===== config.mk =====
export PLATFORM = sky130hd
export DESIGN_NAME = updown_load_counter_flat
export DESIGN_NICKNAME = d
export VERILOG_FILES = /design/src/rtl/updown_load_counter_if.sv /design/src/rtl/updown_load_counter.sv /design/src/flat_wrapper.sv
export SDC_FILE = /design/constraint.sdc
export NUM_CORES = 1
export LEC_CHECK = 0
export BUFFER_PORTS_ARGS = -buffer_cell sky130_fd_sc_hd__buf_2
export CAP_MARGIN = 5
export CORE_MARGIN = 4
export CORE_UTILIZATION = 40
export CTS_CLUSTER_SIZE = 8
export DETAILED_ROUTE_END_ITERATION = 10
export RECOVER_POWER = 25
export SLEW_MARGIN = 20
export SYNTH_ARGS = -nofsm -noshare
export SYNTH_HDL_FRONTEND = slang
export SYNTH_SLANG_ARGS = --single-unit

===== constraint.sdc =====
create_clock -name clk -period 2.5 [get_ports clk]
set_clock_uncertainty 0.05 [all_clocks]
set_input_delay 0.125 -clock clk [delete_from_list [all_inputs] [get_ports clk]]
set_output_delay 0.125 -clock clk [all_outputs]
set_load 0.03 [all_outputs]

===== src/rtl/updown_load_counter_if.sv =====
// rtl/updown_load_counter_if.sv - control and count signals of the up/down load counter
interface updown_load_counter_if #(
  parameter int WIDTH = 8
);
  logic             load;
  logic             enable;
  logic             count_up_down;
  logic [WIDTH-1:0] data_in;
  logic [WIDTH-1:0] count_out;
  logic             terminate_cnt;

  // Sequencing logic: drives load/step controls, observes the count
  modport master (
    output load,
    output enable,
    output count_up_down,
    output data_in,
    input  count_out,
    input  terminate_cnt
  );

  // Counter: takes the controls, returns the count and terminal flag
  modport slave (
    input  load,
    input  enable,
    input  count_up_down,
    input  data_in,
    output count_out,
    output terminate_cnt
  );
endinterface


===== src/rtl/updown_load_counter.sv =====
// rtl/updown_load_counter.sv - loadable up/down counter with terminal-count flag
module updown_load_counter #(
  parameter int WIDTH = 8
) (
  input  logic                  clk,
  input  logic                  rst_n,
  updown_load_counter_if.slave  cnt_if
);

  localparam logic [WIDTH-1:0] ONE = WIDTH'(1);

  logic [WIDTH-1:0] count_d;
  logic [WIDTH-1:0] count_q;

  // Next count: load beats a step, a step beats hold; wraps modulo 2^WIDTH
  always_comb begin
    count_d = count_q;
    if (cnt_if.load) begin
      count_d = cnt_if.data_in;
    end else if (cnt_if.enable) begin
      if (cnt_if.count_up_down) begin
        count_d = count_q + ONE;
      end else begin
        count_d = count_q - ONE;
      end
    end
  end

  // Count register; reset clears it without waiting for a clock edge
  always_ff @(posedge clk or negedge rst_n) begin
    if (!rst_n) begin
      count_q <= '0;
    end else begin
      count_q <= count_d;
    end
  end

  assign cnt_if.count_out = count_q;

  // Terminal count is the last value before wrapping in the current direction
  assign cnt_if.terminate_cnt = cnt_if.count_up_down ? (count_q == '1) : (count_q == '0);

endmodule


===== src/flat_wrapper.sv =====
// flat-port wrapper written by rule: the top's interface ports become plain ports
module updown_load_counter_flat 
#(
  parameter int WIDTH = 8
)
  (clk, rst_n, cnt_if_load, cnt_if_enable, cnt_if_count_up_down, cnt_if_data_in, cnt_if_count_out, cnt_if_terminate_cnt);
  updown_load_counter_if #(.WIDTH(WIDTH)) cnt_if_i ();
  input  logic clk;
  input  logic rst_n;
  input wire logic [$bits(cnt_if_i.load)-1:0] cnt_if_load;
  input wire logic [$bits(cnt_if_i.enable)-1:0] cnt_if_enable;
  input wire logic [$bits(cnt_if_i.count_up_down)-1:0] cnt_if_count_up_down;
  input wire logic [$bits(cnt_if_i.data_in)-1:0] cnt_if_data_in;
  output wire logic [$bits(cnt_if_i.count_out)-1:0] cnt_if_count_out;
  output wire logic [$bits(cnt_if_i.terminate_cnt)-1:0] cnt_if_terminate_cnt;
  assign cnt_if_i.load = cnt_if_load;
  assign cnt_if_i.enable = cnt_if_enable;
  assign cnt_if_i.count_up_down = cnt_if_count_up_down;
  assign cnt_if_i.data_in = cnt_if_data_in;
  assign cnt_if_count_out = cnt_if_i.count_out;
  assign cnt_if_terminate_cnt = cnt_if_i.terminate_cnt;
  updown_load_counter #(.WIDTH(WIDTH)) u_core (.clk(clk), .rst_n(rst_n), .cnt_if(cnt_if_i));
endmodule

Yosys cells after proc, flatten, opt, wreduce, memory -nomap -nowiden
Index checks and enable logic that the tools add are counted.

Bits in registers: 8. Logic and storage cells: 10.

$add $sub $neg: 2. Eq/ne operators: 1. Muxes and demuxes: 4. Reductions and logical operators: 2.

Operators with widths (count): 8-bit two-way mux (3); 8-bit by 1-bit adder with 8-bit output, second input constant (1); 8-bit == test, second input constant (1); 8-bit logical NOT (1); 8-bit by 1-bit subtractor with 8-bit output, second input constant (1); 2-bit nonzero test (1); 1-bit two-way mux (1).

Longest topological paths before layout
Depth in word-level cells: 4. Gate-level depth with buffers: 7. Mapped depth without buffers: 7.

Worst setup path after synthesis
Ideal clock, no wire load.

Kind: flip-flop to flip-flop. Start: reg u_core.count_q[2] (netlist: u_core.cnt_if.count_out[2]). End: reg u_core.count_q[7] (netlist: u_core.cnt_if.count_out[7]). Library setup time: 0.095 ns. Data arrival time: 2.047 ns. Required time: 2.355 ns. Setup slack: 0.307 ns. Cell stages (with the launch flop): 7. Path buffers: 0. Period minus slack after synthesis: 2.193 ns. Cells stage by stage: dfrtp_1 ha_1 o21ai_0 or3_1 and4_4 o31a_1 o31ai_1.

Word-level cells in the longest chain between the ends: 4.

Ends and longest elaborated chain: from (decl) (line updown_load_counter.sv:13) `logic [WIDTH-1:0] count_q;`; from (signal assigned) (line updown_load_counter.sv:34) `count_q <= count_d;`; 8-bit by 1-bit subtractor with 8-bit output or 8-bit by 1-bit adder with 8-bit output (tied branches) (line updown_load_counter.sv:24, updown_load_counter.sv:22); 8-bit two-way mux (*) (line updown_load_counter.sv:21) `if (cnt_if.count_up_down) begin`; 8-bit two-way mux (*) (line updown_load_counter.sv:20) `end else if (cnt_if.enable) begin`; 8-bit two-way mux (*) (line updown_load_counter.sv:18) `if (cnt_if.load) begin`.

Every way passes the cells marked *; elsewhere a longest branch is shown, timed or not. The select of a mux whose other input is x is not followed. A chain may end at the register's enable or synchronous reset.

Worst setup path in the final report
Ends and elaborated chain as after synthesis.

==> reports/metrics.yaml <==
rows: 14
cts_buffers: 3
via_per_inst: 5.65
netlist_instances: 83
vias: 734
grt_max_degree: 18
fin_nets: 128
synth_compound_area_frac: 0.264
synth_mux_area_frac: 0.0457
synth_nets: 103
min_period_ns: 2.14
synthAdderAreaFrac: 0.134
cts_tree: "done"
clk_root_buffer_cell: "clkbuf_4"
cts.path.max_buffers: 2
cellPowerDensity_nw_per_um2: 615
grt_antenna_before_repair: 0
cts.repair.resized: 0
port_buffers: 21
crit_path_start_kind: "flop"
cp.arrival_ns: 2.26
largest_reg_flops: 8
core_region_area_um2: 1590
fmax_ghz: 0.467
drt-total-wl_mm: 1.75
cap_violations: 0
final_common_cell: "buf_2"
cts-htree-levels: 1
finalCritPeriodShare: 0.856
grt_pass1_wl_mm: 2.90
diodes: 0
dieArea_um2: 2520
finalMaxSlewViolations: 0
critical_path_required_ns: 2.62
die_h_um: 50.2
mostFrequentLayoutCells: "buf_2, nand2_1, o21ai_0, dfrtp_1, ha_1"
grt_overflow_total: 0
layout-drive-gt1-share: 0.264
p_leak_uw: 0.000408
ys_seq_elements: 8
synth_area_leaders: "dfrtp_1, ha_1, o21ai_0"
area_growth_pct: 22.8
clock_sinks: 8
gp_congestion: 0.802
postRouteAntennaNets: 0
slowest_delay_ns: 0.42
worst_slew_pin_slew_ns: 0.463
crit_chain: "ha_1 > o21ai_0 > or3_1 > and4_4 > o31a_1 > o31ai_1"
avgRoutedWirePerCell_um: 13.4
yosysSeqAreaShare: 0.281
cp_top_family: "compound AO/OA/AOI/OAI gates"
initial_utilization: 0.447
die_x_um: 50.2
fin_tns_setup_ns: 0
ys_types: 31
insertion_delay_ns: 0.26
firstDrtPassIters: 4
cpMaxStageDelayCell: "dfrtp_1"
ys_warn_count: 0
vdd_drop_max_mv: 0.351
first_iter_violations: 15
yosysTopAreaCellShare: 0.281
min_path_type: "input pin to flop"
clk_pin_slew_ns: 0.06
synth-simple-area-share: 0.220
status: "finished clean"
path_buf_inv: 0
crit_fanout: 5
globalRouteTotalUtil: 0.152
synth_top_family_by_area: "compound AO/OA/AOI/OAI gates"
cp-end-kind: "flop"
io_pins: 22
slew_headroom: 0.691
setup_viol: 0
grt_pass1_vias: 646
rsz0062_at_grt: "no"
yosysTopAreaCell: "dfrtp_1"
syn_area_per_cell_um2: 8.58
setup.worst_path.class: "flop to flop"
netlist_area_um2: 712
drc: 0
synthXorXnorAreaFrac: 0.0246
hold_viol: 0
total_power_uw: 538
dpl.hpwl_mm: 1.39
==> final timing paths <==
kind | slack (ns) | depth (start not counted) | end | startpoint
worst max-delay path | 0.36 | 6 | u_core.cnt_if.count_out[7] | u_core.cnt_if.count_out[2]
worst min-delay path | 0.02 | 3 | u_core.cnt_if.count_out[7] | cnt_if_data_in[7]
worst max register to register | 0.36 | 6 | u_core.cnt_if.count_out[7] | u_core.cnt_if.count_out[2]
worst min register to register | 0.58 | 2 | u_core.cnt_if.count_out[5] | u_core.cnt_if.count_out[5]
max in group asynchronous | 1.81 | 2 | u_core.cnt_if.count_out[2] | rst_n
min in group asynchronous | 0.27 | 2 | u_core.cnt_if.count_out[6] | rst_n
==> cell type report <==
cell class | instances | area [µm²]
Fill cell | 154 | 719
Multi-Input combinational cell | 69 | 489
Sequential cell | 8 | 200
Timing Repair Buffer | 23 | 121
Tap cell | 24 | 30.0
Clock buffer | 3 | 22.5
Inverter | 3 | 11.3
==> synthesized netlist by cell type <==
| master | instances |
|---|---|
| dfrtp_1 | 8 |
| nor3_1 | 2 |
| a21oi_1 | 5 |
| and3b_1 | 1 |
| nor4b_1 | 2 |
| o21bai_1 | 2 |
| ha_1 | 6 |
| nand4b_1 | 2 |
| a21o_2 | 1 |
| a211o_1 | 1 |
| nor2b_1 | 1 |
| nand3_1 | 3 |
| nand2_1 | 9 |
| o22ai_1 | 2 |
| a21o_1 | 2 |
| o21ai_0 | 8 |
| clkbuf_1 | 3 |
| fa_1 | 1 |
| xnor2_1 | 2 |
| o31a_1 | 1 |
| o31ai_1 | 2 |
| nor2_1 | 3 |
| mux2_2 | 2 |
| mux2i_1 | 1 |
| nor4_1 | 2 |
| or3_1 | 1 |
| a22o_1 | 1 |
| and4_4 | 1 |
| a211oi_1 | 4 |
| inv_1 | 3 |
| nand4_1 | 1 |
==> per-stage QoR <==
stage / utilization / hold slack, ns / cells / area (µm²) / setup slack, ns
after global routing: 0.549 / 0.0178 / 130 / 875 / 0.232
final: 0.549 / 0.0205 / 130 / 875 / 0.361
after CTS: 0.549 / 0.0161 / 130 / 876 / 0.356
after floorplan: - / -0.221 / 83 / 712 / 0.307
after global placement: 0.529 / -0.0682 / 126 / 843 / 0.364
after detailed placement: 0.529 / -0.0684 / 126 / 843 / 0.321
==> where the power goes <==
group	internal (µW)	total, µW	switching, µW	leakage, µW
clock	55.2	102	47.2	0.0000138
sequential	150	180	29.9	0.0000956
combinational	105	256	151	0.000299
total	310	538	228	0.000408
==> routing by layer <==
metal	share of wire	wire length, µm	track usage
met1	0.50	867	0.216
met4	0.022	38	0.0968
met2	0.43	742	0.211
met5	0	0	0
met3	0.054	95	0.0266
==> kinds of logic after synthesis <==
logic type	count (synthesis)
compound gates	29
simple gates	28
flops	8
fa+ha+maj	7
buf+inv	6
mux	3
xor+xnor	2
==> worst register-to-register path: stages (launching register included) <==
cell and delay, ns:
dfrtp_1 0.42, ha_1 0.38, o21ai_0 0.14, or3_1 0.39, and4_4 0.19, o31a_1 0.29
o31ai_1 0.21
==> what timing repair did <==
item	CTS	global route
hold buffers	1	0
endpoints found under the hold margin	8	0
buffers inserted	0	0
(Power assumes the default switching activity.)
